$ cat src/rtl/hcsr04_emulador_pkg.sv
// HC-SR04 emulator shared definitions.
// State codes, default timing constants and BCD helpers.
package hcsr04_emulador_pkg;

  localparam logic [3:0] ST_INICIAL   = 4'd0;
  localparam logic [3:0] ST_ESPERA    = 4'd1;
  localparam logic [3:0] ST_MEDE_TRIG = 4'd2;
  localparam logic [3:0] ST_ATRASO    = 4'd3;
  localparam logic [3:0] ST_ECHO      = 4'd4;
  localparam logic [3:0] ST_HOLDOFF   = 4'd5;

  localparam int TRIG_MIN_DEF      = 500;
  localparam int ECHO_DELAY_DEF    = 10000;
  localparam int CICLOS_POR_CM_DEF = 2941;
  localparam int TIMEOUT_DEF       = 1900000;
  localparam int HOLDOFF_DEF       = 500000;

  localparam int CNT_W = 22;

  typedef logic [CNT_W-1:0] cnt_t;

  typedef struct packed {
    logic [9:0] cm;
    logic       bad;
  } bcd_res_t;

  function automatic logic digit_bad(
    input logic [3:0] d
  );
    return d > 4'd9;
  endfunction

endpackage

$ cat src/rtl/hcsr04_emulador_if.sv
// Trigger/echo link between range meter and sensor.
// master = range meter side, slave = sensor side.
interface hcsr04_emulador_if;

  logic        trigger;
  logic [11:0] distancia;
  logic        echo;
  logic        erro_bcd;
  logic [3:0]  db_estado;

  modport master (
    output trigger,
    output distancia,
    input  echo,
    input  erro_bcd,
    input  db_estado
  );

  modport slave (
    input  trigger,
    input  distancia,
    output echo,
    output erro_bcd,
    output db_estado
  );

endinterface

$ cat src/rtl/hcsr04_emulador_bcd2bin.sv
// 3-digit BCD to binary centimetres.
// Flags any digit above 9.
module hcsr04_emulador_bcd2bin
  import hcsr04_emulador_pkg::*;
(
  input  logic [11:0] bcd,
  output bcd_res_t    res
);

  logic [3:0] h;
  logic [3:0] t;
  logic [3:0] u;

  assign h = bcd[11:8];
  assign t = bcd[7:4];
  assign u = bcd[3:0];

  always_comb begin
    res     = '0;
    res.bad = digit_bad(h)
            | digit_bad(t)
            | digit_bad(u);
    res.cm  = 10'(h) * 10'd100
            + 10'(t) * 10'd10
            + 10'(u);
  end

endmodule

$ cat src/rtl/hcsr04_emulador.sv
// HC-SR04 device-side emulator.
// Trigger in, delayed echo whose width encodes a BCD distance.
module hcsr04_emulador
  import hcsr04_emulador_pkg::*;
#(
  parameter int TRIG_MIN_CYCLES   = TRIG_MIN_DEF,
  parameter int ECHO_DELAY_CYCLES = ECHO_DELAY_DEF,
  parameter int CICLOS_POR_CM     = CICLOS_POR_CM_DEF,
  parameter int TIMEOUT_CYCLES    = TIMEOUT_DEF,
  parameter int HOLDOFF_CYCLES    = HOLDOFF_DEF
)(
  input  logic             clock,
  input  logic             reset,
  hcsr04_emulador_if.slave hs
);

  // Loads are N-1: the counter spends one cycle on zero.
  localparam cnt_t TRIG_LOAD  = cnt_t'(TRIG_MIN_CYCLES - 1);
  localparam cnt_t DELAY_LOAD = cnt_t'(ECHO_DELAY_CYCLES - 1);
  localparam cnt_t HOLD_LOAD  = cnt_t'(HOLDOFF_CYCLES - 1);
  localparam cnt_t TOUT_N     = cnt_t'(TIMEOUT_CYCLES);
  localparam cnt_t CPC_N      = cnt_t'(CICLOS_POR_CM);

  logic [3:0]  state;
  logic        trig_m;
  logic        trig_s;
  logic        trig_d;
  cnt_t        cnt;
  cnt_t        n_q;
  cnt_t        n_calc;
  logic [11:0] dist_q;
  logic        echo_q;
  logic        erro_q;
  bcd_res_t    res;

  hcsr04_emulador_bcd2bin u_bcd (
    .bcd (dist_q),
    .res (res)
  );

  always_comb begin
    n_calc = TOUT_N;
    if (!res.bad && res.cm != 10'd0)
      n_calc = cnt_t'(res.cm) * CPC_N;
  end

  always_ff @(posedge clock or negedge reset) begin
    if (!reset) begin
      trig_m <= 1'b0;
      trig_s <= 1'b0;
      trig_d <= 1'b0;
      n_q    <= '0;
      erro_q <= 1'b0;
    end else begin
      trig_m <= hs.trigger;
      trig_s <= trig_m;
      trig_d <= trig_s;
      n_q    <= n_calc;
      erro_q <= res.bad;
    end
  end

  // The first high sample is taken in ESPERA, hence TRIG_MIN-1.
  always_ff @(posedge clock or negedge reset) begin
    if (!reset) begin
      state  <= ST_INICIAL;
      cnt    <= '0;
      dist_q <= '0;
      echo_q <= 1'b0;
    end else begin
      unique case (state)
        ST_INICIAL: begin
          state <= ST_ESPERA;
        end
        ST_ESPERA: begin
          if (trig_s && !trig_d) begin
            state <= ST_MEDE_TRIG;
            cnt   <= TRIG_LOAD;
          end
        end
        ST_MEDE_TRIG: begin
          if (!trig_s) begin
            if (cnt == '0) begin
              dist_q <= hs.distancia;
              cnt    <= DELAY_LOAD;
              state  <= ST_ATRASO;
            end else begin
              state <= ST_ESPERA;
            end
          end else if (cnt != '0) begin
            cnt <= cnt - cnt_t'(1);
          end
        end
        ST_ATRASO: begin
          if (cnt == '0) begin
            state  <= ST_ECHO;
            echo_q <= 1'b1;
            cnt    <= n_q - cnt_t'(1);
          end else begin
            cnt <= cnt - cnt_t'(1);
          end
        end
        ST_ECHO: begin
          if (cnt == '0) begin
            state  <= ST_HOLDOFF;
            echo_q <= 1'b0;
            cnt    <= HOLD_LOAD;
          end else begin
            cnt <= cnt - cnt_t'(1);
          end
        end
        ST_HOLDOFF: begin
          if (cnt == '0)
            state <= ST_ESPERA;
          else
            cnt <= cnt - cnt_t'(1);
        end
        default: begin
          state  <= ST_INICIAL;
          echo_q <= 1'b0;
        end
      endcase
    end
  end

  assign hs.echo      = echo_q;
  assign hs.erro_bcd  = erro_q;
  assign hs.db_estado = state;

endmodule
$ cat src/flat_wrapper.sv
// flat-port wrapper written by rule: the top's interface ports become plain ports
module hcsr04_emulador_flat import hcsr04_emulador_pkg::*;
#(
  parameter int TRIG_MIN_CYCLES   = TRIG_MIN_DEF,
  parameter int ECHO_DELAY_CYCLES = ECHO_DELAY_DEF,
  parameter int CICLOS_POR_CM     = CICLOS_POR_CM_DEF,
  parameter int TIMEOUT_CYCLES    = TIMEOUT_DEF,
  parameter int HOLDOFF_CYCLES    = HOLDOFF_DEF
)
  (clock, reset, hs_trigger, hs_distancia, hs_echo, hs_erro_bcd, hs_db_estado);
  hcsr04_emulador_if hs_i ();
  input  logic clock;
  input  logic reset;
  input wire logic [$bits(hs_i.trigger)-1:0] hs_trigger;
  input wire logic [$bits(hs_i.distancia)-1:0] hs_distancia;
  output wire logic [$bits(hs_i.echo)-1:0] hs_echo;
  output wire logic [$bits(hs_i.erro_bcd)-1:0] hs_erro_bcd;
  output wire logic [$bits(hs_i.db_estado)-1:0] hs_db_estado;
  assign hs_i.trigger = hs_trigger;
  assign hs_i.distancia = hs_distancia;
  assign hs_echo = hs_i.echo;
  assign hs_erro_bcd = hs_i.erro_bcd;
  assign hs_db_estado = hs_i.db_estado;
  hcsr04_emulador #(.TRIG_MIN_CYCLES(TRIG_MIN_CYCLES), .ECHO_DELAY_CYCLES(ECHO_DELAY_CYCLES), .CICLOS_POR_CM(CICLOS_POR_CM), .TIMEOUT_CYCLES(TIMEOUT_CYCLES), .HOLDOFF_CYCLES(HOLDOFF_CYCLES)) u_core (.clock(clock), .reset(reset), .hs(hs_i));
endmodule
$ cat config.mk
export PLATFORM = sky130hd
export DESIGN_NAME = hcsr04_emulador_flat
export DESIGN_NICKNAME = d
export VERILOG_FILES = /design/src/rtl/hcsr04_emulador_pkg.sv /design/src/rtl/hcsr04_emulador_if.sv /design/src/rtl/hcsr04_emulador_bcd2bin.sv /design/src/rtl/hcsr04_emulador.sv /design/src/flat_wrapper.sv
export SDC_FILE = /design/constraint.sdc
export NUM_CORES = 1
export LEC_CHECK = 0
export CORE_UTILIZATION = 40
export CTS_BUF_LIST = sky130_fd_sc_hd__clkbuf_4
export DETAILED_ROUTE_END_ITERATION = 7
export PLACE_DENSITY = 0.65
export REMOVE_ABC_BUFFERS = 1
export SLEW_MARGIN = 20
export SYNTH_ARGS = -nofsm -noshare
export SYNTH_HDL_FRONTEND = slang
export SYNTH_SLANG_ARGS = --single-unit
$ cat constraint.sdc
create_clock -name clock -period 7.9 [get_ports clock]
set_clock_uncertainty 0.05 [all_clocks]
set_input_delay 1.58 -clock clock [delete_from_list [all_inputs] [get_ports clock]]
set_output_delay 1.58 -clock clock [all_outputs]
set_load 0.005 [all_outputs]
# Word level (Yosys, flattened, before mapping)
# Index checks and enable logic that the tools add are counted.
dict set report op_classes {
  add_sub_neg 4
  multipliers 3
  n_lt_le_gt_ge 3
  n_eq_ne 13
  mux 19
  bitwise_logic 4
  reduce_logical 14
}
# operator count
set ops {}
lappend ops {{$mux 22} 8}
lappend ops {{$pmux 22 s5} 1}
lappend ops {{$sub 22x1->22 const B} 2}
lappend ops {{$pmux 4 s6} 1}
lappend ops {{$logic_not 22->1} 1}
lappend ops {{$mul 10x12->22 const B} 1}
lappend ops {{$reduce_bool 22->1} 1}
lappend ops {{$mux 4} 5}
lappend ops {{$gt 4x4->1 const B} 3}
lappend ops {{$add 10x4->10} 1}
lappend ops {{$add 10x8->10} 1}
lappend ops {{$reduce_and 5->1} 2}
lappend ops {{$reduce_bool 10->1} 1}
lappend ops {{$eq 4x2->1 const B} 2}
lappend ops {{$eq 4x3->1 const B} 2}
lappend ops {{$mul 4x5->8 const B} 1}
lappend ops {{$ne 2x1->1 const B} 4}
lappend ops {{$mul 4x3->7 const B} 1}
lappend ops {{$reduce_and 3->1} 2}
lappend ops {{$reduce_bool 5->1} 1}
lappend ops {{$eq 4x1->1 const B} 1}
lappend ops {{$logic_not 4->1} 1}
lappend ops {{$ne 2x2->1 const B} 2}
lappend ops {{$reduce_or 4->1} 1}
lappend ops {{9 further kinds} 14}
dict set report word_totals {
  reg_bits 65
  in_bits 15
  out_inout_bits 6
  elab_cells 69
}

# Longest topological paths before layout
dict set report depth {
  depth_word 6
  ltp_mapped 30
  ltp_nobuf 29
}

# Modules after synthesis
# From an unflattened synthesis, not the netlist that was laid out.
dict set report unflattened {
  hier_cells 771
  hier_area_um2 7075.5
}
# mod n_inst cells_each area_per_inst_um2 seq_area_each_um2
set by_module_without_submodules {}
lappend by_module_without_submodules {hcsr04_emulador 1 691 6354.8 1601.5}
lappend by_module_without_submodules {hcsr04_emulador_bcd2bin 1 80 720.7 0.0}

# Worst setup path before layout
# No wires, ideal clock.
dict set report synth_path {
  kind {register to register}
  from {register u_core.dist_q[5]}
  to {register u_core.n_q[19]}
  setup_time_ps 83
  t_arrival_ps 6819
  required_ps 7767
  setup_slack_ps 949
  stages_incl_launch_ff 27
  n_path_buf 1
  synth_period_minus_slack_ps 6951
  path_cell_list {dfrtp_1 -> ha_1 -> ha_1 -> inv_1 -> fa_1 -> inv_1 -> ha_1 -> ha_1 -> nand2_1 -> o211ai_1 -> a21oi_1 -> xnor2_1 -> inv_1 -> fa_1 -> fa_1 -> fa_1 -> fa_1 -> inv_1 -> fa_1 -> ha_1 -> clkbuf_1 -> nand3_1 -> nor3_1 -> o31a_1 -> or2_2 -> a221o_1 -> o21ai_0}
}
dict set report synth_between {
  elab_chain_len 6
  elab_cells_between_ends 11
  classes_between {add/sub: 2; mul: 2; order compare: 1; mux: 1; bitwise: 2; reduce/logical: 3}
}
# item line
set synth_lines {}
lappend synth_lines {{start, declared} hcsr04_emulador.sv:31} ;# logic [11:0] dist_q;
lappend synth_lines {{start signal, assigned} hcsr04_emulador.sv:84} ;# dist_q <= hs.distancia;
lappend synth_lines {{branches (longest 5 deep; another with $mul 10x12->22)} --}
lappend synth_lines {{$mux 22 *} hcsr04_emulador.sv:43} ;# if (!res.bad && res.cm != 10'd0)
lappend synth_lines {{net u_core.n_calc[19]} hcsr04_emulador.sv:30} ;# cnt_t n_calc;
lappend synth_lines {{end signal, assigned} hcsr04_emulador.sv:58} ;# n_q <= n_calc;
lappend synth_lines {{end, declared} hcsr04_emulador.sv:29} ;# cnt_t n_q;
# Mark *: on every way through the listed nets, which the timed path passes.
# A chain may end at the register's enable or synchronous reset.

# Final worst setup path
dict set report layout_path {
  from {register u_core.dist_q[7]}
  to {register u_core.n_q[19]}
}
# Same word-level chain as after synthesis.

==> flow_metrics.env <==
export IMPL_antenna_found_initial=1
export IMPL_ys_ff_latch=64
export IMPL_drtAntennaViolNets=0
export IMPL_arrival_ns=7.73
export IMPL_tns_ns=0
export IMPL_fill_cells=1805
export IMPL_synth_ff_type="dfrtp_1"
export IMPL_max_freq_ghz=0.1350
export IMPL_multi_input_area_um2=5233
export IMPL_slew_viol_final=0
export IMPL_worstPathRequired_ns=8.22
export IMPL_setup_viol=0
export IMPL_numPortBuffers=19
export IMPL_drc_errors=0
export IMPL_placementRows=49
export IMPL_cts_tree="yes"
export IMPL_post_cts_resized=0
export IMPL_grt_max_degree=65
export IMPL_synth_area_per_cell_um2=8.983
export IMPL_insertion_delay_ns=0.46
export IMPL_dieArea_um2=18920
export IMPL_min_to="u_core.trig_s$_DFF_PN0_"
export IMPL_finalNetCount=986
export IMPL_ys_warnings_count=0
export IMPL_yosysTopAreaCell="dfrtp_1"
export IMPL_drt_iter0_drc=450
export IMPL_syn_area_um2=7348
export IMPL_cp_max_fo=8
export IMPL_status="completed"
export IMPL_crit_path_end_kind="register"
export IMPL_grt_pass1_vias=5630
export IMPL_numCtsBuffers=9
export IMPL_worstSetupPathType="register to register"
export IMPL_startpoint_type="register"
export IMPL_cts_hold_buf=0
export IMPL_grt_pass1_wl_um=28470
export IMPL_synthMostInstantiatedCell="inv_1"
export IMPL_r2r_worst_path_cells=27
export IMPL_clk_pin_slew_ns=0.13
export IMPL_syn2layout_area_growth_pct=7.185
export IMPL_netlist_area_leader_share_pct=21.79
export IMPL_grt_overflow=0
export IMPL_rr_endpoint="u_core.n_q[19]$_DFF_PN0_"
export IMPL_clock_sinks=64
export IMPL_synth_cell_types=70
export IMPL_wl_per_cell_um=16.33
export IMPL_core_um2=17960
export IMPL_wirelength_um=17340
export IMPL_yosys_top_cells_area="dfrtp_1, ha_1, fa_1, inv_1, o21ai_0"
export IMPL_rsz0062_at_grt="no"
export IMPL_vias=5921
export IMPL_seqCellArea_um2=1602
export IMPL_drive_gt1_share_pct=6.611
export IMPL_cts_buffer_depth=2
export IMPL_firstDrtPassIters=5
export IMPL_hold_path_depth=0
export IMPL_dp_final_hpwl_um=13680
export IMPL_r2r_start="u_core.dist_q[7]$_DFFE_PN0P_"
export IMPL_initial_utilization_pct=40.91
export IMPL_viasPerCell=5.575
export IMPL_hold_viol=0
export IMPL_slew_limit_headroom_pct=23.67
export IMPL_track_usage_pct=19.39
export IMPL_maxCapViolCount=0
export IMPL_hold_path_class="register to register"
export IMPL_ys_async_sr_fraction_pct=100.0
export IMPL_synthTopCellsByCount="inv_1, ha_1, dfrtp_1, o21ai_0, nor2_1"
export IMPL_syn_instance_count=818
export IMPL_synth_edf_count=0
export IMPL_h_tree_depth=3
export IMPL_ys_seq_area_share_pct=21.79
export IMPL_place_congestion=0.9477
export IMPL_fin_crit_sh_pct=93.77
export IMPL_cts_root_buf="clkbuf_4"
export IMPL_min_period_ns=7.408
export IMPL_post_cts_buffers=0
export IMPL_dieHeight_um=137.5
export IMPL_hold_start="u_core.trig_m$_DFF_PN0_"
export IMPL_worst_r2r_setup_slack_ns=0.49
export IMPL_fp_dieW_um=137.5
export IMPL_io_pins=21
export IMPL_worst_pin_slew_ns=1.133
[kinds of logic (layout without fill, tap and decap cells)]
logic type | count (synthesis) | in the layout | share of synthesized area [%]
XOR/XNOR | 40 | 40 | 4.767
multiplexers | 15 | 15 | 2.775
adder cells (fa/ha/maj) | 144 | 144 | 29.32
other | 1 | 2 | 0.05103
flip-flops | 64 | 64 | 21.79
AND/OR/NAND/NOR | 217 | 217 | 16.14
buffers and inverters | 129 | 143 | 7.151
AO/OA/AOI/OAI | 208 | 208 | 18.00
[cell usage in the layout (no fill, tap or decap), types with 4 or more instances in the layout]
cell and instances:
nand3_1 11, nor4_1 10, a311oi_1 6, o22ai_1 6, or4_1 8, xnor2_1 22
o21ai_0 56, nand2_1 37, fa_1 47, o31ai_1 11, o21a_1 6, a21oi_1 47
ha_1 97, and3_1 7, o211ai_1 4, or2_2 6, nand2b_1 10, xor2_1 17
nor3b_1 5, o21bai_1 6, a211oi_1 7, a21o_1 11, inv_1 102, or3_1 7
mux2_4 10, o21ai_1 4, buf_4 6, clkdlybuf4s50_1 18, nor2_1 52, dfrtp_1 64
a31oi_1 10, and2_1 6, nor2b_1 8, clkbuf_4 9, o31a_1 4, nor3_1 28
[how the worst max path moves through the flow]
stage	slack (ns)	startpoint	end
2_1_floorplan	0.96	u_core.dist_q[5]$_DFFE_PN0P_	u_core.n_q[19]$_DFF_PN0_
3_3_place_gp	0.60	u_core.dist_q[5]$_DFFE_PN0P_	u_core.n_q[19]$_DFF_PN0_
3_5_place_dp	0.46	u_core.dist_q[7]$_DFFE_PN0P_	u_core.n_q[19]$_DFF_PN0_
4_1_cts	0.42	u_core.dist_q[7]$_DFFE_PN0P_	u_core.n_q[19]$_DFF_PN0_
5_1_grt	0.04	u_core.dist_q[7]$_DFFE_PN0P_	u_core.n_q[19]$_DFF_PN0_
6_report	0.49	u_core.dist_q[7]$_DFFE_PN0P_	u_core.n_q[19]$_DFF_PN0_
[layer usage]
metal  share of wire, %  vias to the layer above  routed length [um]  GRT usage (%)
met5                  0                        -                   0              0
met4                2.2                        0                 388          5.678
met3                4.9                       27                 852          3.642
met2                 47                      160                8152          31.57
met1                 46                     2817                7945          26.01
li1                   -                     2917                   -              -
[state kept, by name, indices dropped and copies added, names as in the netlist]
register and flops:
u_core.cnt 22, u_core.dist_q 12, u_core.hs.db_estado 3, u_core.hs.echo 1, u_core.hs.erro_bcd 1, u_core.n_q 22, u_core.trig_d 1, u_core.trig_m 1
u_core.trig_s 1
[per-stage QoR]
| stage | setup WS (ns) | hold WS (ns) | instances | utilization, % | cell area (um^2) |
|---|---|---|---|---|---|
| after detailed placement | 0.4632 | 0.2856 | 1045 | 42.99 | 7722 |
| after floorplan | 0.9648 | 0.2812 | 791 | - | 7206 |
| after global placement | 0.6020 | 0.2827 | 1045 | 42.99 | 7722 |
| after CTS | 0.4169 | 0.3142 | 1061 | 43.77 | 7863 |
| final | 0.4919 | 0.3125 | 1062 | 43.85 | 7876 |
| after global routing | 0.03593 | 0.3280 | 1062 | 43.85 | 7876 |
[worst max-delay path: stages (launching register included)]
cell and delay, ns:
dfrtp_1 0.45, ha_1 0.31, ha_1 0.16, inv_1 0.05
fa_1 0.47, inv_1 0.04, ha_1 0.28, ha_1 0.35
a21oi_1 0.12, o21bai_1 0.13, a21oi_1 0.09, xnor2_1 0.53
inv_1 0.17, fa_1 0.46, xor2_1 0.20, ha_1 0.28
inv_1 0.05, fa_1 0.53, inv_1 0.05, fa_1 0.47
ha_1 0.31, ha_1 0.39, or2_2 0.32, a21oi_1 0.15
a31oi_1 0.08, or2_2 0.32, a221o_1 0.34, o21ai_0 0.16
[cell type report]
cell class	instances	area share (%)
inverters	102	4.861
clock inverters	7	0.9214
flip-flops and latches	64	20.33
well taps	229	3.638
multi-input cells	625	66.43
diodes	1	0.03177
clock buffers	9	0.8578
repair buffers	25	2.923
Power is left out: the tool's default activity adds up to more than one toggle a clock period on the data nets, which glitch-free logic cannot reach.
